<file path="src/rtl/shift_tx_ctrl.sv">
//------------------------------------------------------------------------------
// shift_tx_ctrl : Sequences a universal shift register as a framed serial
//                 transmitter. Optional loopback check: LOOPBACK_CHECK_EN.
// Revision      : 1.0  initial release
//------------------------------------------------------------------------------
`default_nettype none

module shift_tx_ctrl #(
    parameter int   WIDTH = 8,
    parameter logic FILL  = 1'b0
) (
    input  logic             clk,
    input  logic             rst,
    input  logic             req_valid,
    output logic             req_ready,
    input  logic [WIDTH-1:0] req_data,
    input  logic             req_dir,
    output logic [1:0]       sr_mode,
    output logic             sr_si,
    output logic [WIDTH-1:0] sr_din,
    input  logic [WIDTH-1:0] sr_q,
    input  logic             sr_so_left,
    input  logic             sr_so_right,
    output logic             tx_bit,
    output logic             tx_valid,
    input  logic             tx_ready,
    output logic             tx_last,
    output logic             busy,
    output logic             chk_err
);

    localparam int CW = $clog2(WIDTH) + 1;

    typedef enum logic [1:0] {
        S_IDLE  = 2'd0,
        S_LOAD  = 2'd1,
        S_SHIFT = 2'd2
    } state_t;

    state_t            state_q, state_d;
    logic [CW-1:0]     cnt_q, cnt_d;
    logic [WIDTH-1:0]  word_q, word_d;
    logic              dir_q, dir_d;
    logic              w_last;
    logic              w_done;

    assign w_last = (cnt_q == CW'(WIDTH - 1));

    always_ff @(posedge clk or posedge rst) begin
        if (rst) begin
            state_q <= S_IDLE;
            cnt_q   <= '0;
            word_q  <= '0;
            dir_q   <= 1'b0;
        end else begin
            state_q <= state_d;
            cnt_q   <= cnt_d;
            word_q  <= word_d;
            dir_q   <= dir_d;
        end
    end

    always_comb begin
        state_d   = state_q;
        cnt_d     = cnt_q;
        word_d    = word_q;
        dir_d     = dir_q;
        req_ready = 1'b0;
        busy      = 1'b0;
        sr_mode   = 2'b00;
        sr_si     = FILL;
        sr_din    = '0;
        tx_valid  = 1'b0;
        tx_bit    = 1'b0;
        tx_last   = 1'b0;
        w_done    = 1'b0;
        case (state_q)
            S_IDLE: begin
                req_ready = 1'b1;
                if (req_valid) begin
                    word_d  = req_data;
                    dir_d   = req_dir;
                    state_d = S_LOAD;
                end
            end
            S_LOAD: begin
                busy    = 1'b1;
                sr_mode = 2'b11;
                sr_din  = word_q;
                state_d = S_SHIFT;
            end
            S_SHIFT: begin
                busy     = 1'b1;
                tx_valid = 1'b1;
                // The bit on the outgoing end of the register is the one being offered.
                tx_bit   = dir_q ? sr_so_right : sr_so_left;
                tx_last  = w_last;
                if (tx_ready) begin
                    sr_mode = dir_q ? 2'b10 : 2'b01;
                    if (w_last) begin
                        cnt_d   = '0;
                        state_d = S_IDLE;
                        w_done  = 1'b1;
                    end else begin
                        cnt_d = cnt_q + 1'b1;
                    end
                end
            end
            default: state_d = S_IDLE;
        endcase
    end

`ifdef LOOPBACK_CHECK_EN
    logic chk_pend_q;
    logic chk_err_q;

    // After a full frame every bit has been replaced by FILL.
    always_ff @(posedge clk or posedge rst) begin
        if (rst) begin
            chk_pend_q <= 1'b0;
            chk_err_q  <= 1'b0;
        end else if (w_done) begin
            chk_pend_q <= 1'b1;
        end else if (chk_pend_q && state_q == S_IDLE) begin
            chk_pend_q <= 1'b0;
            if (sr_q != {WIDTH{FILL}}) begin
                chk_err_q <= 1'b1;
            end
        end
    end

    assign chk_err = chk_err_q;
`else
    logic w_unused_chk;
    assign w_unused_chk = ^{sr_q, w_done};
    assign chk_err      = 1'b0;
`endif

endmodule

`default_nettype wire

</file>
<file path="config.mk">
export PLATFORM = sky130hd
export DESIGN_NAME = shift_tx_ctrl
export DESIGN_NICKNAME = d
export VERILOG_FILES = /design/src/rtl/shift_tx_ctrl.sv
export SDC_FILE = /design/constraint.sdc
export NUM_CORES = 1
export LEC_CHECK = 0
export BUFFER_PORTS_ARGS = -buffer_cell sky130_fd_sc_hd__buf_2
export CORE_MARGIN = 1.5
export CORE_UTILIZATION = 44
export CTS_CLUSTER_DIAMETER = 100
export CTS_CLUSTER_SIZE = 24
export DETAILED_ROUTE_END_ITERATION = 7
export HOLD_SLACK_MARGIN = 0.12
export PLACE_DENSITY = 0.82
export SLEW_MARGIN = 40
export SYNTH_ARGS = -nofsm -noshare
export SYNTH_HDL_FRONTEND = slang
export SYNTH_SLANG_ARGS = --single-unit
export TNS_END_PERCENT = 20
</file>
<file path="constraint.sdc">
create_clock -name clk -period 2 [get_ports clk]
set_input_delay 0.1 -clock clk [delete_from_list [all_inputs] [get_ports clk]]
set_output_delay 0.1 -clock clk [all_outputs]
set_load 0.01 [all_outputs]
</file>
==> flow_metrics.py <==
metrics = {
    "critical_path": {
        "crit_arrival_ps": 1840,
        "worstPathRequired_ps": 2170,
        "timing.rr.start": "state_q[0]",
        "regToRegSetupSlack_ps": 320,
        "start_kind": "flop",
        "rr_worst_depth": 4,
        "r2r-end": "state_q[1]",
        "endpoint_kind": "flop",
        "critPathKind": "flop to flop",
        "worst-path-max-fanout": 4,
    },
    "timing": {
        "hold_slack_ps": 156,
        "slew_headroom_pct": 62.1,
        "min_period_ps": 1680,
        "fmax_ghz": 0.597,
        "fin_skew_ps": 8.44,
        "setup_viol": 0,
        "setup_tns_ps": 0,
        "tightest_slew_ps": 568,
        "fin_crit_sh_pct": 83.8,
        "slew_viol_final": 0,
        "rsz0062_at_grt": "false",
        "hold_violations": 0,
    },
    "power_and_ir_drop": {
        "seq_power_share_pct": 38.1,
        "netSwitchingPower_w": 0.000541,
        "p_clk_share_pct": 11.6,
        "internal-power_w": 0.000926,
        "switching_share_pct": 36.9,
        "peakVddDrop_uv": 734,
        "power.leakage_nw": 0.567,
        "power_density_nw_per_um2": 1340,
        "combPwrFrac_pct": 50.3,
    },
    "routing": {
        "via_count": 661,
        "ant_nets": 0,
        "drc": 0,
        "routed_wl_um": 1670,
        "via_per_inst": 4.86,
        "drtIter0Drc": 7,
        "avgRoutedWirePerCell_um": 12.3,
        "dr.pass1.iters": 4,
    },
    "placed_design": {
        "portBuffers": 29,
        "place_congestion": 0.700,
        "dp_hpwl_um": 1140,
    },
    "global_route": {
        "antenna_found_initial": 0,
        "grt_overflow": 0,
        "grt_pass1_wl_um": 2590,
        "grt_use_total_pct": 18.0,
        "grt_pass1_vias": 651,
        "grt_max_degree": 16,
    },
    "synthesis": {
        "synth_cells": 69,
        "synth_area_leaders": "dfrtp_1 (47%), mux2_2 (17%), ha_1 (9.4%)",
        "synth_top_area_cell": "dfrtp_1",
        "ys_top_cells_by_count": "dfrtp_1 (15), mux2_2 (12), and2_1 (8), ha_1 (6)",
        "async_flop_share_pct": 100,
        "synth-edff-count": 0,
        "ys_ff_latch": 15,
        "synth_top_area_share_pct": 46.8,
        "avgSynthCellArea_um2": 11.6,
        "synth_cell_types": 23,
        "synth-main-ff-cell": "dfrtp_1",
        "ys_seq_area_share_pct": 46.8,
        "synth_area_um2": 802,
        "yosysMostFrequentCell": "dfrtp_1",
        "yosys_warnings": 0,
    },
    "clock_tree": {
        "root_buffer": "clkbuf_4",
        "cts.path.max_buffers": 2,
        "numCtsBuffers": 3,
        "clk_pin_slew_ps": 80,
        "ctsResizeCount": 0,
        "cts_tree": "built",
        "htreeDepth": 1,
        "clk_latency_ps": 280,
        "clkSinkCount": 15,
    },
    "layout": {
        "nets": 141,
        "drive_gt1_share_pct": 40.5,
        "syn2layout_area_growth_pct": 36.3,
        "fillers": 152,
        "diodes": 0,
    },
    "worst_hold_path": {
        "min_delay_worst_endpoint": "cnt_q[2]",
        "worstHoldStart": "tx_ready",
        "whs_path_depth": 3,
        "hp-class": "input port to flop",
    },
    "floorplan": {
        "fp.dieW_um": 45.7,
        "ios": 40,
        "die_area_um2": 2090,
        "design.core.area_um2": 1730,
        "rows": 15,
        "dieHeight_um": 45.7,
        "start_util_pct": 46.4,
    },
    "status": {
        "status": "finished, final reports clean",
    },
    "run": {
        "maxCapViolations": 0,
    },
}
==> critical path, cell delays in order, from the launching register on <==
cell and delay (ps):
dfrtp_1 390, inv_1 90, ha_1 240, a222oi_1 470, mux2_2 390
==> cell families (layout without fill, tap and decap cells) <==
kind of cell / after synthesis / in the layout / share of synthesized area (%)
AND/OR/NAND/NOR: 21 / 21 / 15.4
other: 1 / 2 / 0.468
flip-flops: 15 / 15 / 46.8
AO/OA/AOI/OAI: 5 / 5 / 4.52
buffers and inverters: 7 / 48 / 4.21
adder cells (fa/ha/maj): 6 / 6 / 9.36
XOR/XNOR: 1 / 1 / 1.09
multiplexers: 13 / 13 / 18.1
==> layout make-up <==
| cell class | count | area (um^2) | area share [%] |
|---|---|---|---|
| clock buffers | 4 | 26.3 | 2.40 |
| inverters | 5 | 18.8 | 1.72 |
| multi-input cells | 48 | 397 | 36.3 |
| flip-flops and latches | 15 | 375 | 34.3 |
| well taps | 25 | 31.3 | 2.86 |
| repair buffers | 39 | 245 | 22.4 |
==> stage by stage <==
step | setup slack (ps) | std cells | cell area [um^2] | total power (W) | utilization, %
floorplan | 386 | 70 | 806 | 0.00105 | -
global placement | 361 | 122 | 967 | 0.00124 | 56.0
detailed placement | 318 | 122 | 967 | 0.00129 | 56.0
CTS | 304 | 136 | 1090 | 0.00148 | 63.3
global route | 240 | 136 | 1090 | 0.00159 | 63.3
finish | 324 | 136 | 1090 | 0.00147 | 63.3
==> sequential cells by signal, indices dropped and copies added (netlist names) <==
register  count
cnt_q         4
dir_q         1
state_q       2
word_q        8
==> layer usage <==
layer / global-route usage, % / up-vias / part of all wire, %
li1: - / 315 / -
met1: 18.3 / 323 / 41
met2: 34.4 / 19 / 55
met3: 3.57 / 4 / 2.8
met4: 8.57 / 0 / 1.6
met5: 0 / - / 0
==> cells in the final DEF (no fill, tap or decap) <==
cell,synthesis,final
buf_2,0,29
dfrtp_1,15,15
mux2_2,12,12
dlygate4sd3_1,0,10
and2_1,8,8
ha_1,6,6
nand2_1,4,4
inv_1,4,4
clkbuf_4,0,3
nand3_1,2,2
nor2b_1,2,2
conb_1,1,2
or4_1,1,1
o21ai_0,1,1
nand3b_1,1,1
nor3b_1,1,1
a21o_1,1,1
a31oi_1,1,1
nor2_1,1,1
o21a_1,1,1
and4b_1,1,1
mux2i_1,1,1
xnor2_1,1,1
inv_2,1,1
a222oi_1,1,1
clkbuf_1,0,1
==> worst max path at each step <==
stage / startpoint / to / slack (ps) / depth (start not counted)
floorplan: state_q[0] / state_q[0] / 390 / 4
global route: state_q[0] / state_q[0] / 240 / 4
detailed placement: state_q[0] / state_q[1] / 320 / 4
finish: state_q[0] / state_q[1] / 320 / 4
CTS: state_q[0] / state_q[1] / 300 / 4
global placement: state_q[0] / state_q[1] / 360 / 4
==> power groups by stage <==
stage / combinational [W] / clock, W / sequential [W]
final: 0.000738 / 0.000171 / 0.000559
after global routing: 0.000816 / 0.000191 / 0.000582
after global placement: 0.000696 / 0 / 0.000548
after floorplan: 0.000520 / 0 / 0.000535
after detailed placement: 0.000725 / 0 / 0.000564
after CTS: 0.000742 / 0.000177 / 0.000557
==> timing repair <==
item,in CTS,in global routing
buffers inserted,0,0
endpoints found under the hold margin,24,0
hold buffers,10,0
(Power assumes the default switching activity.)
